`src/rtl/countdown_timer.sv`:
```
// Game countdown timer: 0..99 s count, pause/restart/bonus,
// BCD digits, warning level and one-cycle time_up pulse.
//
// Ports:
//   clk      system clock (single domain)
//   reset    synchronous active-high reset
//   tick     one-cycle one-second pulse
//   start    one-cycle pulse: load START_SEC, enter RUN
//   pause    level: ticks ignored while high
//   bonus    one-cycle pulse: add BONUS_SEC (saturating)
//   tens     BCD tens digit of count
//   units    BCD units digit of count
//   running  high in RUN
//   expired  high in EXPIRED
//   time_up  one-cycle pulse on RUN->EXPIRED
//   warning  high in RUN while 0 < count <= WARN_SEC
module countdown_timer #(
  parameter int unsigned START_SEC = 60,
  parameter int unsigned BONUS_SEC = 5,
  parameter int unsigned MAX_SEC   = 99,
  parameter int unsigned WARN_SEC  = 10
) (
  input  logic       clk,
  input  logic       reset,
  input  logic       tick,
  input  logic       start,
  input  logic       pause,
  input  logic       bonus,
  output logic [3:0] tens,
  output logic [3:0] units,
  output logic       running,
  output logic       expired,
  output logic       time_up,
  output logic       warning
);

  localparam logic [6:0] START_C = 7'(START_SEC);
  localparam logic [6:0] MAX_C   = 7'(MAX_SEC);
  localparam logic [6:0] WARN_C  = 7'(WARN_SEC);
  localparam logic [7:0] BONUS_W = 8'(BONUS_SEC);
  localparam logic [7:0] MAX_W   = 8'(MAX_SEC);

  typedef enum logic [1:0] {
    IDLE    = 2'd0,
    RUN     = 2'd1,
    PAUSED  = 2'd2,
    EXPIRED = 2'd3
  } state_t;

  state_t     state_q, state_d;
  logic [6:0] count_q, count_d;
  logic       time_up_q, time_up_d;

  // Sums are formed 8 bits wide so a bonus near
  // the ceiling cannot wrap before saturation.
  logic [7:0] add_b;
  logic [7:0] add_tb;

  function automatic logic [6:0] sat(
    input logic [7:0] v
  );
    if (v > MAX_W) begin
      return MAX_C;
    end
    return v[6:0];
  endfunction

  always_comb begin
    add_b  = {1'b0, count_q} + BONUS_W;
    add_tb = add_b - 8'd1;
  end

  always_comb begin
    state_d   = state_q;
    count_d   = count_q;
    time_up_d = 1'b0;

    if (start) begin
      // Restart from any state; a held pause
      // takes effect on the following cycle.
      state_d = RUN;
      count_d = START_C;
    end else begin
      unique case (state_q)
        IDLE: begin
          state_d = IDLE;
        end

        RUN: begin
          if (pause) begin
            // Pausing drops a coincident tick,
            // but a bonus still lands.
            state_d = PAUSED;
            if (bonus) begin
              count_d = sat(add_b);
            end
          end else if (tick && bonus) begin
            // Net gain is BONUS_SEC-1 >= 0, so
            // this path can never expire.
            count_d = sat(add_tb);
          end else if (bonus) begin
            count_d = sat(add_b);
          end else if (tick) begin
            if (count_q > 7'd1) begin
              count_d = count_q - 7'd1;
            end else begin
              count_d   = 7'd0;
              state_d   = EXPIRED;
              time_up_d = 1'b1;
            end
          end
        end

        PAUSED: begin
          if (bonus) begin
            count_d = sat(add_b);
          end
          if (!pause) begin
            state_d = RUN;
          end
        end

        EXPIRED: begin
          count_d = 7'd0;
        end

        default: begin
          state_d = IDLE;
          count_d = START_C;
        end
      endcase
    end
  end

  always_ff @(posedge clk) begin
    if (reset) begin
      state_q   <= IDLE;
      count_q   <= START_C;
      time_up_q <= 1'b0;
    end else begin
      state_q   <= state_d;
      count_q   <= count_d;
      time_up_q <= time_up_d;
    end
  end

  // Binary to BCD by repeated subtraction;
  // count is at most 99 so nine steps suffice.
  logic [6:0] rem;
  logic [3:0] tens_v;

  always_comb begin
    rem    = count_q;
    tens_v = 4'd0;
    for (int i = 0; i < 9; i++) begin
      if (rem >= 7'd10) begin
        rem    = rem - 7'd10;
        tens_v = tens_v + 4'd1;
      end
    end
  end

  assign tens    = tens_v;
  assign units   = rem[3:0];
  assign running = (state_q == RUN);
  assign expired = (state_q == EXPIRED);
  assign time_up = time_up_q;
  assign warning = (state_q == RUN)
                && (count_q != 7'd0)
                && (count_q <= WARN_C);

endmodule

```
`config.mk`:
```
export PLATFORM = sky130hd
export DESIGN_NAME = countdown_timer
export DESIGN_NICKNAME = d
export VERILOG_FILES = /design/src/rtl/countdown_timer.sv
export SDC_FILE = /design/constraint.sdc
export NUM_CORES = 1
export LEC_CHECK = 0
export CAP_MARGIN = 20
export CORE_MARGIN = 5
export CORE_UTILIZATION = 46
export CTS_CLUSTER_DIAMETER = 40
export DETAILED_ROUTE_END_ITERATION = 12
export GPL_TIMING_DRIVEN = 0
export SETUP_SLACK_MARGIN = 0.5
export SYNTH_ARGS = -nofsm -noshare
export SYNTH_HDL_FRONTEND = slang
export SYNTH_SLANG_ARGS = --single-unit
export TNS_END_PERCENT = 20
```
`constraint.sdc`:
```
create_clock -name clk -period 21 [get_ports clk]
set_input_delay 4.2 -clock clk [delete_from_list [all_inputs] [get_ports clk]]
set_output_delay 4.2 -clock clk [all_outputs]
set_load 0.005 [all_outputs]
```
# Word level (Yosys, flattened, before mapping)

Cells that the tools add are included.

Flip-flop bits (word level): 10
Word-level logic and storage cells: 125

Order comparisons: 13
Eq/ne operators: 16
Multiplexer cells: 57
Bitwise logic cells: 2
Reductions and logical operators: 13
Add/sub/neg operators: 20

Operators with widths:

| operator              | count |
|---|---|
| $mux W7               | 21 |
| $ge A7 B4 Y1 const B  | 9 |
| $sub A7 B4 Y7 const B | 8 |
| $mux W4               | 9 |
| $add A4 B1 Y4 const B | 8 |
| $pmux W7 S3           | 1 |
| $mux W1               | 19 |
| $ne A3 B3 Y1 const B  | 6 |
| $gt A8 B7 Y1 const B  | 2 |
| $ne A4 B4 Y1 const B  | 4 |
| $mux W2               | 6 |
| $reduce_and A6 Y1     | 2 |
| $add A7 B3 Y8 const B | 1 |
| $sub A8 B1 Y8 const B | 1 |
| $gt A7 B1 Y1 const B  | 1 |
| $le A7 B4 Y1 const B  | 1 |
| $reduce_bool A7 Y1    | 1 |
| $reduce_or A7 Y1      | 1 |
| $sub A7 B1 Y7 const B | 1 |
| $pmux W2 S3           | 1 |
| $reduce_bool A3 Y1    | 2 |
| $eq A2 B2 Y1 const B  | 2 |
| $ne A2 B2 Y1 const B  | 2 |
| $ne A4 B3 Y1 const B  | 1 |
| other kinds (8)       | 11 |

# Logic depth before layout (Yosys ltp)

Gate-level depths: netlist of run 1.

Depth in word-level cells: 18
Mapped depth: 72

# Least setup slack after synthesis of run 1

No wires, ideal clock.

Path kind: flip-flop to output port
From: register count_q[1]
To: output tens[1]
Arrival time: 11.464 ns
Data required time: 16.800 ns
Setup slack: 5.336 ns
Buffers on the path: 4
Cell stages (with the launch flop): 66
Cell sequence: dfxtp_1 inv_1 ha_1 buf_2 or2_1 a211oi_1 nor3_2 ha_1 nor2b_1 nand3_1 o211ai_1 nor4_4 nand2_1 xnor2_1 inv_1 ha_1 nor2b_1 clkbuf_1 (+30 left out) a32o_1 or3_1 nor3_4 xnor2_1 inv_1 ha_1 nand2_1 nand4b_1 a21boi_0 o21bai_2 nor2_2 inv_1 a21oi_1 ha_1 inv_1 a311oi_4 o21bai_4 mux2_1

Longest elaborated chain between the ends: 18
Elaborated cells on any way between the ends: 42
Those cells by class: add/sub (16); order compare (9); mux (17)

RTL lines:

| element                                              | line     | source |
|---|---|---|
| start, declared                                      | 51       | `logic [6:0] count_q, count_d;` |
| start signal, assigned                               | 142      | `count_q <= count_d;` |
| $sub A7 B4 Y7 / $ge A7 B4 Y1 (equally long branches) | 157, 156 |  |
| $mux W7 / $mux W1 (equally long branches)            | 156      | `if (rem >= 7'd10) begin` |
| $sub A7 B4 Y7, or another cell as far along          | 157      | `rem = rem - 7'd10;` |
| $mux W7 / $mux W4 (equally long branches)            | 156      |  |
| $sub A7 B4 Y7, or another cell as far along          | 157      |  |
| $mux W7 / $mux W4 (equally long branches)            | 156      |  |
| $sub A7 B4 Y7, or another cell as far along          | 157      |  |
| $mux W7 / $mux W4 (equally long branches)            | 156      |  |
| (+2 left out)                                        | --       |  |
| $sub A7 B4 Y7, or another cell as far along          | 157      |  |
| $mux W7 / $mux W4 (equally long branches)            | 156      |  |
| $sub A7 B4 Y7, or another cell as far along          | 157      |  |
| $mux W7 / $mux W4 (equally long branches)            | 156      |  |
| $sub A7 B4 Y7, or another cell as far along          | 157      |  |
| $mux W7 / $mux W4 (equally long branches)            | 156      |  |
| $ge A7 B4 Y1 / $add A4 B1 Y4 (equally long branches) | 156, 158 |  |
| $mux W4 *                                            | 156      |  |
| end, declared                                        | 29       | `output logic [3:0] tens,` |

Mark *: on every way between the ends. The rest lies on a longest branch, timed or not.

# Final worst setup path of run 1

Same ends and word-level chain as after synthesis.

==> metrics.yaml, run 1 <==
status:
  status: "completed"
logic_synthesis:
  ys_seq_area_share_pct: 4.796
  ys_warn_count: 0
  ys_types: 89
  synth_cells: 631
  ys_seq_elements: 10
  synthFlopType: "dfxtp_1"
  synth_edf_count: 0
  syn_area_per_cell_um2: 6.615
  synth_area_mm2: 0.004174
  async_reset_ff_share_pct: 0
  syn_nets: 664
global_route:
  grt_pass1_wl_um: 20700
  grt_max_degree: 11
  grt_pass1_vias: 4349
  grt.total_usage_pct: 21.08
  grt-ovfl-total: 0
  antenna_found_initial: 0
clock_network:
  cts_root_buf: "clkbuf_8"
  cts_max_level: 1
  ctsLongestPathBuffers: 2
  hold_buffers: 0
  cts_tree: "built"
  cts.sinks: 10
  clkTransAtPathRegs_ns: 0.05
  clock_latency_ns: 0.23
  cts_buffers: 3
  post_cts_buffers: 0
  post_cts_resized: 0
finish:
  final_common_cell: "nand2_1"
  seqCellArea_um2: 200.2
  layout_common_cells: "nand2_1, nor2_1, a21oi_1"
  finalNetCount: 686
  nFillCells: 903
  n_antenna_cell: 0
  multi_input_area_mm2: 0.003696
  syn_to_final_growth_pct: 8.633
  drive_gt1_share_pct: 7.975
floorplanning:
  ios: 18
  die_w_um: 105.3
  num_rows: 34
  die_area_mm2: 0.01108
  core_mm2: 0.008763
  die_y_um: 105.3
  initial_utilization_pct: 47.63
timing:
  whs_ns: 0.6223
  max_freq_mhz: 53.80
  post-route-min-period_ns: 18.59
  rsz0062_at_grt: "no"
  fin_crit_sh_pct: 88.51
  worst_pin_slew_ns: 0.6895
  setup_viol: 0
  slew_violations: 0
  setup-tns-final_ns: 0
  slew_headroom_pct: 54.03
  fin_skew_ns: 0.0006185
  hold_viol_final: 0
route:
  dr.first_iter.drc_count: 334
  drt_drc_violations_left: 0
  wl_um: 12150
  routed_wire_length_per_instance_um: 15.98
  vias: 4739
  ant_nets: 0
  dr.pass1.iters: 5
  via_per_inst: 6.236
placement:
  place_congestion: 0.9267
  place_hpwl_um: 9628
  portBuffers: 17
setup_path:
  reg2reg_from: "count_q[0]$_SDFFE_PP0P_"
  reg2reg_depth: 17
  rr_endpoint: "count_q[1]$_SDFFE_PP0P_"
  crit_path_start_kind: "register"
  critical-path-max-stage-delay_ns: 0.59
  reg2reg_slack_ns: 17.02
  cp-end-kind: "output pin"
  worst_path_max_delay_cell: "a22oi_1"
  worstPathMaxFanout: 10
  startpoint: "count_q[1]$_SDFFE_PP0P_"
  path_common_cell: "ha_1"
  arrival_ns: 14.39
  required_ns: 16.80
  crit_type: "register to output pin"
hold_path:
  worstHoldPathType: "register to register"
  min-delay-start: "state_q[1]$_SDFFE_PP0P_"
  min_to: "state_q[1]$_SDFFE_PP0P_"
  hold_depth: 1
flow_run:
  drv_cap: 0
## cells in the mapped netlist (all sizes together) (6+ instances only)
| cell | number | share of area [%] |
|---|---|---|
| xor2 | 9 | 2.1 |
| o21a | 8 | 1.6 |
| xnor2 | 28 | 5.9 |
| and2 | 13 | 2.1 |
| nand2 | 74 | 6.7 |
| nand3 | 26 | 3.1 |
| a21oi | 43 | 5.2 |
| nand2b | 7 | 1.0 |
| nor4 | 6 | 1.3 |
| a21o | 6 | 1.1 |
| mux2 | 6 | 1.6 |
| nor2 | 74 | 6.8 |
| a31oi | 10 | 1.5 |
| nor3 | 25 | 3.6 |
| inv | 31 | 2.8 |
| clkbuf | 12 | 1.1 |
| a21boi | 8 | 1.4 |
| buf | 17 | 2.8 |
| mux2i | 7 | 1.7 |
| nor2b | 11 | 1.6 |
| o21ai | 48 | 5.9 |
| ha | 27 | 8.1 |
| o31ai | 10 | 1.8 |
| dfxtp | 10 | 4.8 |
| o211ai | 7 | 1.3 |
## flip-flops by register name, indices dropped and copies added (netlist names)
name / flops
time_up: 1
count_q: 7
state_q: 2
## worst max-delay path: cells and delay by family (launching register included)
family          cells  cell delay, ns
compound gates     17            3.98
xor+xnor            3            0.89
fa+ha+maj           9            1.71
buf+inv            12            2.17
flops               1            0.47
mux                 1            0.33
simple gates       23            4.58
## cells by family (layout without fill, tap and decap cells)
logic type / count (synthesis) / count (layout) / synth area share (%)
compound gates: 213 / 213 / 36.45
flops: 10 / 10 / 4.796
mux: 13 / 13 / 3.297
xor+xnor: 38 / 38 / 8.483
simple gates: 270 / 270 / 32.22
buf+inv: 60 / 81 / 6.654
fa+ha+maj: 27 / 27 / 8.093
## worst max path at each step
stage	to	slack [ns]	cells past startpoint
global route	tens[3]	0.97	68
detailed placement	tens[1]	2.77	66
finish	tens[1]	2.41	65
CTS	tens[1]	2.48	66
global placement	tens[1]	2.88	66
floorplan	tens[1]	5.34	65
## metrics by stage
| step | util, % | setup slack, ns | std cells | area, um^2 |
|---|---|---|---|---|
| after floorplan | - | 5.336 | 631 | 4174 |
| after global placement | 51.11 | 2.878 | 756 | 4479 |
| after detailed placement | 51.11 | 2.772 | 756 | 4479 |
| after CTS | 51.74 | 2.478 | 760 | 4534 |
| after global routing | 51.74 | 0.9713 | 760 | 4534 |
| final | 51.74 | 2.412 | 760 | 4534 |
## per-layer routing
layer	track usage [%]	routed length [um]	vias to the layer above
met1	30.33	5834	2203
met2	35.48	5710	139
li1	-	-	2391
met5	0	0	-
met4	3.196	63	0
met3	0.9780	537	6
## area by class of cell
type | instances | share of cell area [%]
Buffer | 29 | 3.560
Clock buffer | 4 | 1.214
Inverter | 31 | 2.566
Multi-Input combinational cell | 561 | 81.51
Sequential cell | 10 | 4.415
Tap cell | 108 | 2.980
Timing Repair Buffer | 17 | 3.753
Power of run 1 is not shown: default switching activity piles up to over one toggle a cycle in this logic, so the estimate is an artifact.
==> run 2: changes to the inputs <==
--- a/config.mk
+++ b/config.mk
@@ -6,12 +6,15 @@
 export NUM_CORES = 1
 export LEC_CHECK = 0
 export CAP_MARGIN = 20
+export CELL_PAD_IN_SITES_DETAIL_PLACEMENT = 0
+export CELL_PAD_IN_SITES_GLOBAL_PLACEMENT = 1
 export CORE_MARGIN = 5
 export CORE_UTILIZATION = 46
 export CTS_CLUSTER_DIAMETER = 40
 export DETAILED_ROUTE_END_ITERATION = 12
 export GPL_TIMING_DRIVEN = 0
-export SETUP_SLACK_MARGIN = 0.5
+export PLACE_DENSITY_LB_ADDON = 0.1
+export SETUP_SLACK_MARGIN = 0.02
 export SYNTH_ARGS = -nofsm -noshare
 export SYNTH_HDL_FRONTEND = slang
 export SYNTH_SLANG_ARGS = --single-unit
==> run 2 against run 1 <==
Net effect: first-iteration DRC count is 18% lower; sequential cell count stayed put; critical path type unchanged; non-clock buffer count stayed put; die area stayed put; design area stayed put; clock skew is 0.0048 ns higher.
==> metrics.yaml, run 2 (synthesis gave the netlist of run 1 again) <==
setup_path:
  worstPathMaxFanout: 10  # unchanged
  cp-end-kind: "output pin"
  required_ns: 16.80  # about the same
  crit_type: "register to output pin"
  worst_path_max_delay_cell: "a22oi_1"
  crit_family: "simple AND/OR/NAND/NOR gates"
  crit_path_start_kind: "register"
  cp.buffers_inverters: 12  # unchanged
  arrival_ns: 14.44  # +0.05 ns
  critical-path-max-stage-delay_ns: 0.61  # +0.02 ns
clock_network:
  post_cts_resized: 0  # unchanged
  clkTransAtPathRegs_ns: 0.05  # about the same
  cts.sinks: 10  # unchanged
  cts_max_level: 1  # unchanged
  clock_latency_ns: 0.23  # about the same
  ctsLongestPathBuffers: 2  # unchanged
  cts_buffers: 3  # unchanged
  hold_buffers: 0  # unchanged
  cts_root_buf: "clkbuf_8"
  post_cts_buffers: 0  # unchanged
  cts_tree: "built"
timing:
  rsz0062_at_grt: "no"
  setup-tns-final_ns: 0  # unchanged
  max_freq_mhz: 53.64  # -0.30%
  slew_headroom_pct: 51.88  # -2.2 points
  slew_violations: 0  # unchanged
  fin_crit_sh_pct: 88.78  # +0.26 points
  fin_skew_ns: 0.005466  # +0.004848 ns
  post-route-min-period_ns: 18.64  # +0.05540 ns
  worst_pin_slew_ns: 0.7218  # +0.03228 ns
  setup_viol: 0  # unchanged
  hold_viol_final: 0  # unchanged
finish:
  top_register: "count_q"
  largest_register_ffs: 7  # unchanged
  finalNetCount: 686  # unchanged
  seqCellArea_um2: 200.2  # unchanged
  layout_common_cells: "nand2_1, nor2_1, a21oi_1"
  n_antenna_cell: 0  # unchanged
  syn_to_final_growth_pct: 8.633  # unchanged
  final_common_cell: "nand2_1"
  drive_gt1_share_pct: 7.975  # unchanged
  nFillCells: 915  # +1.3%
  multi_input_area_mm2: 0.003696  # unchanged
route:
  vias: 4724  # -0.32%
  via_per_inst: 6.216  # -0.32%
  dr.first_iter.drc_count: 275  # -18%
  wl_um: 12120  # -0.21%
  ant_nets: 0  # unchanged
  dr.pass1.iters: 5  # unchanged
  routed_wire_length_per_instance_um: 15.95  # -0.21%
  drt_drc_violations_left: 0  # unchanged
placement:
  portBuffers: 17  # unchanged
  place_hpwl_um: 9641  # +0.14%
  place_congestion: 0.8948  # -3.4%
status:
  status: "completed"
floorplanning:
  ios: 18  # unchanged
  num_rows: 34  # unchanged
  die_y_um: 105.3  # unchanged
  die_area_mm2: 0.01108  # unchanged
  die_w_um: 105.3  # unchanged
  core_mm2: 0.008763  # unchanged
  initial_utilization_pct: 47.63  # unchanged
global_route:
  grt_pass1_wl_um: 20700  # unchanged
  grt.total_usage_pct: 21.04  # -0.045 points
  antenna_found_initial: 0  # unchanged
  grt_pass1_vias: 4440  # +2.1%
  grt-ovfl-total: 0  # unchanged
  grt_max_degree: 11  # unchanged
flow_run:
  drv_cap: 0  # unchanged
hold_path:
  worstHoldPathType: "register to register"
## run 2: area by class of cell
| type | instances | area share [%] |
|---|---|---|
| multi-input combinational | 561 | 81.51 |
| sequential | 10 | 4.415 |
| timing repair buffer | 17 | 3.753 |
| buffer | 29 | 3.560 |
| tap | 108 | 2.980 |
| inverter | 31 | 2.566 |
| clock buffer | 4 | 1.214 |
## run 2: final timing paths
kind / start / endpoint / slack [ns] / depth (start not counted)
setup / recovery: count_q[2]$_SDFFE_PP1P_ / tens[1] / 2.36 / 66
hold / removal: state_q[1]$_SDFFE_PP0P_ / state_q[1]$_SDFFE_PP0P_ / 0.60 / 1
setup reg to reg: count_q[0]$_SDFFE_PP0P_ / count_q[1]$_SDFFE_PP0P_ / 16.93 / 17
hold reg to reg: state_q[1]$_SDFFE_PP0P_ / state_q[1]$_SDFFE_PP0P_ / 0.60 / 1
## run 2: worst register-to-register path, stage by stage (launching register included)
cell       delay (ns)
dfxtp_1          0.44
clkbuf_1         0.42
inv_1            0.32
ha_1             0.44
inv_1            0.14
nand2_1          0.08
xnor2_1          0.14
a21oi_1          0.08
a31oi_1          0.19
xnor2_1          0.11
a41oi_1          0.21
o22a_1           0.23
nor2_1           0.09
a21oi_1          0.15
a221oi_1         0.07
o31ai_1          0.29
nor2_1           0.07
a2111oi_0        0.45
## run 2: per-layer routing
layer / GRT usage (%) / up-vias / wire (um) / part of all wire (%)
li1: - / 2388 / - / -
met1: 29.42 / 2189 / 5775 / 48
met2: 36.01 / 125 / 5634 / 46
met3: 1.039 / 22 / 525 / 4.3
met4: 3.927 / 0 / 184 / 1.5
met5: 0 / - / 0 / 0
## run 2: per-stage QoR
| stage | area (um^2) | std cells | hold WS, ns | setup WS, ns | util [%] |
|---|---|---|---|---|---|
| after global routing | 4534 | 760 | 0.6337 | 0.9972 | 51.74 |
| after CTS | 4534 | 760 | 0.6077 | 2.381 | 51.74 |
| after global placement | 4479 | 756 | 0.5762 | 2.924 | 51.11 |
| final | 4534 | 760 | 0.6039 | 2.357 | 51.74 |
| after floorplan | 4174 | 631 | 0.5489 | 5.336 | - |
| after detailed placement | 4479 | 756 | 0.5879 | 2.647 | 51.11 |
Power of run 2 is left out for the same reason.
==> run 3: changes to the inputs <==
--- a/config.mk
+++ b/config.mk
@@ -5,10 +5,9 @@
 export SDC_FILE = /design/constraint.sdc
 export NUM_CORES = 1
 export LEC_CHECK = 0
-export CAP_MARGIN = 20
+export CAP_MARGIN = 5
 export CELL_PAD_IN_SITES_DETAIL_PLACEMENT = 0
 export CELL_PAD_IN_SITES_GLOBAL_PLACEMENT = 1
-export CORE_MARGIN = 5
 export CORE_UTILIZATION = 46
 export CTS_CLUSTER_DIAMETER = 40
 export DETAILED_ROUTE_END_ITERATION = 12
==> constraint.sdc (replaced) <==
create_clock -name clk -period 21 [get_ports clk]
set_input_delay 2.1 -clock clk [delete_from_list [all_inputs] [get_ports clk]]
set_output_delay 2.1 -clock clk [all_outputs]
set_load 0.005 [all_outputs]
==> run 3 against run 2 <==
Net effect: clock skew is 0.0044 ns lower; via count barely moved; sequential cell count is the same; sequential share of layout area stayed put; die area fell by 15%; first-iteration DRC count increased by 4.4%; design area unchanged; fmax is 13% higher; hold slack improved by 0.0085 ns; non-clock buffer count did not move; global-route usage increased by 4.0 points.
==> metrics.yaml, run 3 (synthesis gave the netlist of run 1 again) <==
setup_path:
  reg2reg_depth: 17  # unchanged
  reg2reg_from: "count_q[0]$_SDFFE_PP0P_"
  worstPathMaxFanout: 10  # unchanged
  path_common_cell: "ha_1"
  cp-end-kind: "output pin"
  crit_type: "register to output pin"
  rr_endpoint: "count_q[1]$_SDFFE_PP0P_"
  critical-path-max-stage-delay_ns: 0.56  # -0.05 ns
  worst_path_max_delay_cell: "a22oi_1"
  arrival_ns: 14.36  # -0.08 ns
  required_ns: 18.90  # +2.10 ns
  crit_family: "simple AND/OR/NAND/NOR gates"
  cp.buffers_inverters: 12  # unchanged
  reg2reg_slack_ns: 17.05  # +0.12 ns
  crit_path_start_kind: "register"
route:
  drt_drc_violations_left: 0  # unchanged
  vias: 4723  # -0.021%
  dr.first_iter.drc_count: 287  # +4.4%
  via_per_inst: 6.214  # about the same
  ant_nets: 0  # unchanged
  routed_wire_length_per_instance_um: 15.61  # -2.1%
  wl_um: 11860  # -2.1%
  dr.pass1.iters: 5  # unchanged
placement:
  dpl_cell_area_mm2: 0.004479  # unchanged
  portBuffers: 17  # unchanged
  place_hpwl_um: 9404  # -2.5%
  placed_cells: 756  # unchanged
  place_congestion: 0.8869  # -0.88%
finish:
  finalNetCount: 686  # unchanged
  stdcell_count: 760  # unchanged
  top_register: "count_q"
  stdcell_area_mm2: 0.004534  # unchanged
  largest_register_ffs: 7  # unchanged
  syn_to_final_growth_pct: 8.633  # unchanged
  n_antenna_cell: 0  # unchanged
  nFillCells: 899  # -1.7%
  layout_common_cells: "nand2_1, nor2_1, a21oi_1"
  final_common_cell: "nand2_1"
  drive_gt1_share_pct: 7.975  # unchanged
clock_network:
  hold_buffers: 0  # unchanged
  post_cts_buffers: 0  # unchanged
  post_cts_resized: 0  # unchanged
  cts.sinks: 10  # unchanged
  cts_tree: "built"
  clkTransAtPathRegs_ns: 0.05  # about the same
  cts_buffers: 3  # unchanged
  ctsLongestPathBuffers: 2  # unchanged
  cts_max_level: 1  # unchanged
  clock_latency_ns: 0.23  # about the same
  cts_root_buf: "clkbuf_8"
global_route:
  grt_pass1_wl_um: 20550  # -0.73%
  antenna_found_initial: 0  # unchanged
  grt_pass1_vias: 4404  # -0.81%
  grt_max_degree: 11  # unchanged
  grt-ovfl-total: 0  # unchanged
  grt.total_usage_pct: 25.03  # +4.0 points
timing:
  slew_headroom_pct: 55.10  # +3.2 points
  slew_violations: 0  # unchanged
  post-route-min-period_ns: 16.46  # -2.187 ns
  rsz0062_at_grt: "no"
  max_freq_mhz: 60.77  # +13%
  whs_ns: 0.6124  # +0.008468 ns
  worst_pin_slew_ns: 0.6649  # -0.05692 ns
  setup-tns-final_ns: 0  # unchanged
  setup_viol: 0  # unchanged
  hold_viol_final: 0  # unchanged
  fin_skew_ns: 0.001074  # -0.004393 ns
  fin_crit_sh_pct: 78.36  # -10 points
hold_path:
  min-delay-start: "state_q[1]$_SDFFE_PP0P_"
  min_to: "state_q[1]$_SDFFE_PP0P_"
  worstHoldPathType: "register to register"
  hold_depth: 1  # unchanged
floorplanning:
  die_w_um: 97.26  # -7.6%
  die_y_um: 97.26  # -7.6%
  core_mm2: 0.008763  # unchanged
  die_area_mm2: 0.009459  # -15%
  ios: 18  # unchanged
  initial_utilization_pct: 47.63  # unchanged
  num_rows: 34  # unchanged
flow_run:
  drv_cap: 0  # unchanged
status:
  status: "completed"
run 3: worst max path at each step:
stage / slack [ns] / to / startpoint / cells after the start
finish: 4.54 / tens[1] / count_q[1]$_SDFFE_PP0P_ / 65
global route: 3.13 / tens[2] / count_q[1]$_SDFFE_PP0P_ / 66
CTS: 4.61 / tens[1] / count_q[1]$_SDFFE_PP0P_ / 65
detailed placement: 4.92 / tens[1] / count_q[1]$_SDFFE_PP0P_ / 65
global placement: 5.03 / tens[1] / count_q[2]$_SDFFE_PP1P_ / 66
floorplan: 7.44 / tens[1] / count_q[1]$_SDFFE_PP0P_ / 65
run 3: layer usage:
metal	vias to the layer above	track usage (%)	share of wire, %
met2	154	43.01	46
li1	2382	-	-
met5	-	0	0
met1	2169	34.69	48
met4	0	5.090	1.4
met3	18	1.223	4.2
run 3: per-stage QoR:
step	util (%)	setup slack [ns]
3_3_place_gp	51.11	5.027
6_report	51.74	4.543
4_1_cts	51.74	4.607
2_1_floorplan	-	7.436
3_5_place_dp	51.11	4.925
5_1_grt	51.74	3.126
run 3: layout make-up:
class | instances | area (um^2) | area share (%)
timing repair buffer | 17 | 170.2 | 3.753
clock buffer | 4 | 55.05 | 1.214
tap | 108 | 135.1 | 2.980
inverter | 31 | 116.4 | 2.566
sequential | 10 | 200.2 | 4.415
buffer | 29 | 161.4 | 3.560
multi-input combinational | 561 | 3696 | 81.51
Power of run 3 is left out for the same reason.
